`src/rtl/lane_tracker.sv`:
```
// lane_tracker: per-lane held/released tracking of PS/2 make/break events with
// autorepeat-suppressed hit/release pulses. Define LANE_TRACKER_HOLD_EN for hold-time counters.
module lane_tracker #(
  parameter int                     NUM_LANES  = 8,
  parameter logic [8*NUM_LANES-1:0] LANE_CODES = 64'h1c1b232b3b424b4c,
  parameter int                     HOLD_W     = 16
) (
  input  logic                             Clk,
  input  logic                             Reset,
  input  logic                             keyValid,
  input  logic [7:0]                       keyData,
  input  logic                             press,
  input  logic                             clear,
  output logic [NUM_LANES-1:0]             keyTrack,
  output logic [NUM_LANES-1:0]             hitPulse,
  output logic [NUM_LANES-1:0]             relPulse,
  output logic [$clog2(NUM_LANES+1)-1:0]   heldCount,
  output logic [NUM_LANES*HOLD_W-1:0]      holdTime
);

  localparam int CNT_W = $clog2(NUM_LANES+1);

  typedef enum logic {IDLE = 1'b0, HELD = 1'b1} lane_state_e;

  lane_state_e          state_q [NUM_LANES];
  lane_state_e          state_d [NUM_LANES];
  logic [NUM_LANES-1:0] hit_q, hit_d;
  logic [NUM_LANES-1:0] rel_q, rel_d;
  logic [NUM_LANES-1:0] match;
  logic [CNT_W-1:0]     count_q, count_d;

  always_comb begin
    match = '0;
    for (int i = 0; i < NUM_LANES; i++) begin
      match[i] = keyValid && (keyData == LANE_CODES[8*i +: 8]);
    end
  end

  // Repeated makes while HELD fall through untouched, which is what suppresses autorepeat.
  always_comb begin
    hit_d   = '0;
    rel_d   = '0;
    count_d = '0;
    for (int i = 0; i < NUM_LANES; i++) begin
      state_d[i] = state_q[i];
      if (clear) begin
        state_d[i] = IDLE;
      end else if (state_q[i] == IDLE) begin
        if (match[i] && press) begin
          state_d[i] = HELD;
          hit_d[i]   = 1'b1;
        end
      end else begin
        if (match[i] && !press) begin
          state_d[i] = IDLE;
          rel_d[i]   = 1'b1;
        end
      end
      if (state_d[i] == HELD) count_d = count_d + CNT_W'(1);
    end
  end

  always_ff @(posedge Clk or negedge Reset) begin
    if (!Reset) begin
      for (int i = 0; i < NUM_LANES; i++) state_q[i] <= IDLE;
      hit_q   <= '0;
      rel_q   <= '0;
      count_q <= '0;
    end else begin
      for (int i = 0; i < NUM_LANES; i++) state_q[i] <= state_d[i];
      hit_q   <= hit_d;
      rel_q   <= rel_d;
      count_q <= count_d;
    end
  end

  always_comb begin
    keyTrack = '0;
    for (int i = 0; i < NUM_LANES; i++) keyTrack[i] = (state_q[i] == HELD);
  end

  assign hitPulse  = hit_q;
  assign relPulse  = rel_q;
  assign heldCount = count_q;

`ifdef LANE_TRACKER_HOLD_EN
  logic [HOLD_W-1:0] hold_q [NUM_LANES];
  logic [HOLD_W-1:0] hold_d [NUM_LANES];

  // Counter freezes on release so scoring can read it alongside relPulse.
  always_comb begin
    for (int i = 0; i < NUM_LANES; i++) begin
      hold_d[i] = hold_q[i];
      if (clear || hit_d[i]) begin
        hold_d[i] = '0;
      end else if (state_q[i] == HELD && state_d[i] == HELD && hold_q[i] != '1) begin
        hold_d[i] = hold_q[i] + HOLD_W'(1);
      end
    end
  end

  always_ff @(posedge Clk or negedge Reset) begin
    if (!Reset) begin
      for (int i = 0; i < NUM_LANES; i++) hold_q[i] <= '0;
    end else begin
      for (int i = 0; i < NUM_LANES; i++) hold_q[i] <= hold_d[i];
    end
  end

  always_comb begin
    holdTime = '0;
    for (int i = 0; i < NUM_LANES; i++) holdTime[HOLD_W*i +: HOLD_W] = hold_q[i];
  end
`else
  assign holdTime = '0;
`endif

endmodule

```
`config.mk`:
```
export PLATFORM = sky130hd
export DESIGN_NAME = lane_tracker
export DESIGN_NICKNAME = d
export VERILOG_FILES = /design/src/rtl/lane_tracker.sv
export SDC_FILE = /design/constraint.sdc
export NUM_CORES = 1
export LEC_CHECK = 0
export CORE_UTILIZATION = 38
export DETAILED_ROUTE_END_ITERATION = 16
export HOLD_SLACK_MARGIN = 0.03
export PLACE_DENSITY = 0.82
export SYNTH_ARGS = -nofsm -noshare
export SYNTH_HDL_FRONTEND = slang
export SYNTH_SLANG_ARGS = --single-unit
```
`constraint.sdc`:
```
create_clock -name Clk -period 5 [get_ports Clk]
set_input_delay 1 -clock Clk [delete_from_list [all_inputs] [get_ports Clk]]
set_output_delay 1 -clock Clk [all_outputs]
set_load 0.01 [all_outputs]
```
==> impl_metrics.json <==
{
  "pwr-share-seq": 0.461,
  "diodes": 0,
  "rr_worst_depth": 18,
  "grt_usage": 0.1250,
  "fp.dieArea_um2": 7561,
  "ios": 169,
  "comb_power_share": 0.183,
  "grt_pass1_vias": 1666,
  "dr_total_vias": 1931,
  "hold_depth": 1,
  "p_leak_nw": 1.687,
  "maxCapViolCount": 0,
  "end_kind": "flop",
  "cts_tree": "done",
  "cp.required_ns": 5.16,
  "ys.flop_type": "dfrtp_1",
  "postSynthAreaPerCell_um2": 9.234,
  "startpoint_type": "input pin",
  "clockPowerShare": 0.356,
  "start_util": 0.3993,
  "clk_pin_slew_ns": 0.09,
  "synth_edf_count": 0,
  "synth-async-reset-ratio": 1.000,
  "cts_buffers": 3,
  "insertion_delay_ns": 0.27,
  "drc_errors": 0,
  "final_net_count": 406,
  "setup_viol": 0,
  "viasPerCell": 4.015,
  "power_density_nw_per_um2": 150.5,
  "grt_overflow_total": 0,
  "hold_violations": 0,
  "utilization": 0.4758,
  "cts_sinks": 28,
  "internal-power_mw": 0.3570,
  "crit_type": "input pin to flop",
  "layout_common_cells": "128 x conb_1, 48 x buf_4, 33 x clkdlybuf4s50_1",
  "wl_met2_um": 2706,
  "syn_to_final_growth_pct": 19.16,
  "fin_skew_ns": 0.002220,
  "status": "finished, final reports clean",
  "die_x_um": 86.96,
  "synth_warnings": 0,
  "antenna_found_initial": 0,
  "grt_max_degree": 29,
  "place_congestion": 0.8831,
  "arrival_ns": 5.14,
  "final.min_clock_period_ns": 4.981,
  "switching_share": 0.2739,
  "netSwitchingPower_mw": 0.1347,
  "drtAntennaViolNets": 0,
  "wire_per_inst_um": 10.33,
  "grt_first_pass_wirelength_um": 7527,
  "setup_slack_ns": 0.01943,
  "pre_cts_ws_ns": -0.6430,
  "met3_length_um": 432,
  "max_slew_margin": 0.6065,
  "core_area_um2": 6869,
  "io_buffers": 40,
  "cp_max_fo": 2,
  "final_common_cell": "conb_1",
  "netlist_instances": 297,
  "tightest_slew_ns": 0.5880,
  "firstDrtPassIters": 4,
  "drv_slew": 0,
  "drt-initial-drc-count": 79,
  "cts_root_buf": "clkbuf_8",
  "drive_above_1_share": 0.2182,
  "num_rows": 30,
  "holdBufCountCts": 0,
  "worstHoldPathType": "flop to flop",
  "wl_met1_um": 1816,
  "top_layer": "met4",
  "ys_ff_latch": 28,
  "peakVddDrop_uv": 109.8,
  "cts_buffer_depth": 2,
  "grt_setup_unrepaired": "yes",
  "ys_types": 56,
  "synth_area_um2": 2743,
  "clock.fmax_mhz": 200.8,
  "wl_um": 4969,
  "dp_hpwl_um": 4048,
  "ctsHtreeMaxLevel": 1,
  "synth-seq-area-share": 0.2555,
  "period_share": 0.9961,
  "die_height_um": 86.96
}
## timing repair
item                       in CTS  in global routing
setup endpoints to repair       3                  3
gates resized for setup        27                  3
buffers inserted                4                  4
pin swaps                      11                 11
## path summary, 6_finish.rpt
kind                                            start                     end  slack (ns)
worst max register to register  keyTrack[1]$_DFF_PN0_  heldCount[1]$_DFF_PN0_        0.99
worst min-delay path            keyTrack[1]$_DFF_PN0_   hitPulse[1]$_DFF_PN0_        0.49
worst min register to register  keyTrack[1]$_DFF_PN0_   hitPulse[1]$_DFF_PN0_        0.49
max in group asynchronous                       Reset  heldCount[1]$_DFF_PN0_        3.64
worst max-delay path                       keyData[7]  heldCount[1]$_DFF_PN0_        0.02
min in group asynchronous                       Reset   relPulse[0]$_DFF_PN0_        1.11
## area by class of cell
class | instances | area, um2
clock inverters | 1 | 30.03
well taps | 96 | 120.1
inverters | 8 | 30.03
multi-input cells | 257 | 1594
flip-flops and latches | 28 | 700.7
repair buffers | 88 | 752.0
clock buffers | 3 | 41.29
fillers | 619 | 3601
## registers in the layout, indices dropped and copies added (netlist names)
signal / flops
hitPulse: 8
heldCount: 4
relPulse: 8
keyTrack: 8
## worst max-delay path, cell delays in order
cell and delay (ns):
buf_6 0.09, or4b_4 0.56, nor3_4 0.23, mux2i_2 0.29
inv_2 0.07, ha_4 0.16, o21ai_0 0.13, o21a_1 0.22
ha_4 0.20, and2_4 0.13, or2_4 0.23, ha_4 0.26
nand2b_4 0.11, o31a_1 0.17, xnor2_1 0.12, nor2_1 0.06
a31oi_1 0.14, ha_1 0.25, mux2_4 0.28, ha_4 0.21
mux2_4 0.25
## kinds of logic (layout without fill, tap and decap cells)
| group | count (synthesis) | count (layout) | synth area share |
|---|---|---|---|
| buffers and inverters | 139 | 100 | 0.3668 |
| other | 1 | 128 | 0.001367 |
| DFF | 28 | 28 | 0.2555 |
| adders and majority gates | 7 | 7 | 0.03193 |
| xor gates and xnor gates | 17 | 17 | 0.07893 |
| muxes | 11 | 11 | 0.04562 |
| and+or+nand+nor | 77 | 77 | 0.1683 |
| AOI/OAI and AO/OA | 17 | 17 | 0.05155 |
## power by group through the flow
stage               Clock (mW)  Combinational [mW]  Sequential (mW)
floorplan                    0               0.128            0.231
global placement             0              0.0863            0.231
detailed placement           0              0.0874            0.231
CTS                      0.177              0.0870            0.227
global route             0.188              0.0994            0.227
finish                   0.175              0.0901            0.227
## stage by stage
stage / instance area (um2) / hold slack (ns) / power (mW) / std cells / setup TNS (ns)
global route: 3268 / 0.5128 / 0.5141 / 481 / -0.1794
floorplan: 3268 / 0.4995 / 0.3591 / 424 / -0.1058
detailed placement: 3113 / 0.4819 / 0.3185 / 469 / -1.644
finish: 3268 / 0.4931 / 0.4917 / 481 / 0
global placement: 3113 / 0.4797 / 0.3173 / 469 / -1.340
CTS: 3223 / 0.4885 / 0.4904 / 477 / -0.002333
## metal layers
| layer | GRT usage | vias to the layer above |
|---|---|---|
| li1 | - | 914 |
| met1 | 0.1377 | 887 |
| met2 | 0.2484 | 128 |
| met3 | 0.01517 | 2 |
| met4 | 0.03333 | 0 |
| met5 | 0 | - |
## Yosys cell counts, drive strengths merged, types with 2 or more instances
cell type | number | area share
nand3 | 4 | 0.0073
nor4 | 3 | 0.0068
nor2 | 13 | 0.018
nor3b | 2 | 0.0055
buf | 129 | 0.35
ha | 7 | 0.032
mux2i | 8 | 0.031
xnor2 | 10 | 0.042
nand2b | 4 | 0.0091
nand4b | 3 | 0.0096
nor2b | 2 | 0.0046
and3 | 5 | 0.012
nand2 | 15 | 0.021
nor4b | 3 | 0.017
o21a | 2 | 0.0055
clkbuf | 2 | 0.0027
nand3b | 3 | 0.0082
dfrtp | 28 | 0.26
or2 | 2 | 0.0046
nand4 | 2 | 0.0046
inv | 8 | 0.011
o21ai | 4 | 0.0073
xor2 | 6 | 0.029
nor3 | 10 | 0.020
mux2 | 3 | 0.015
(Power assumes the default switching activity.)
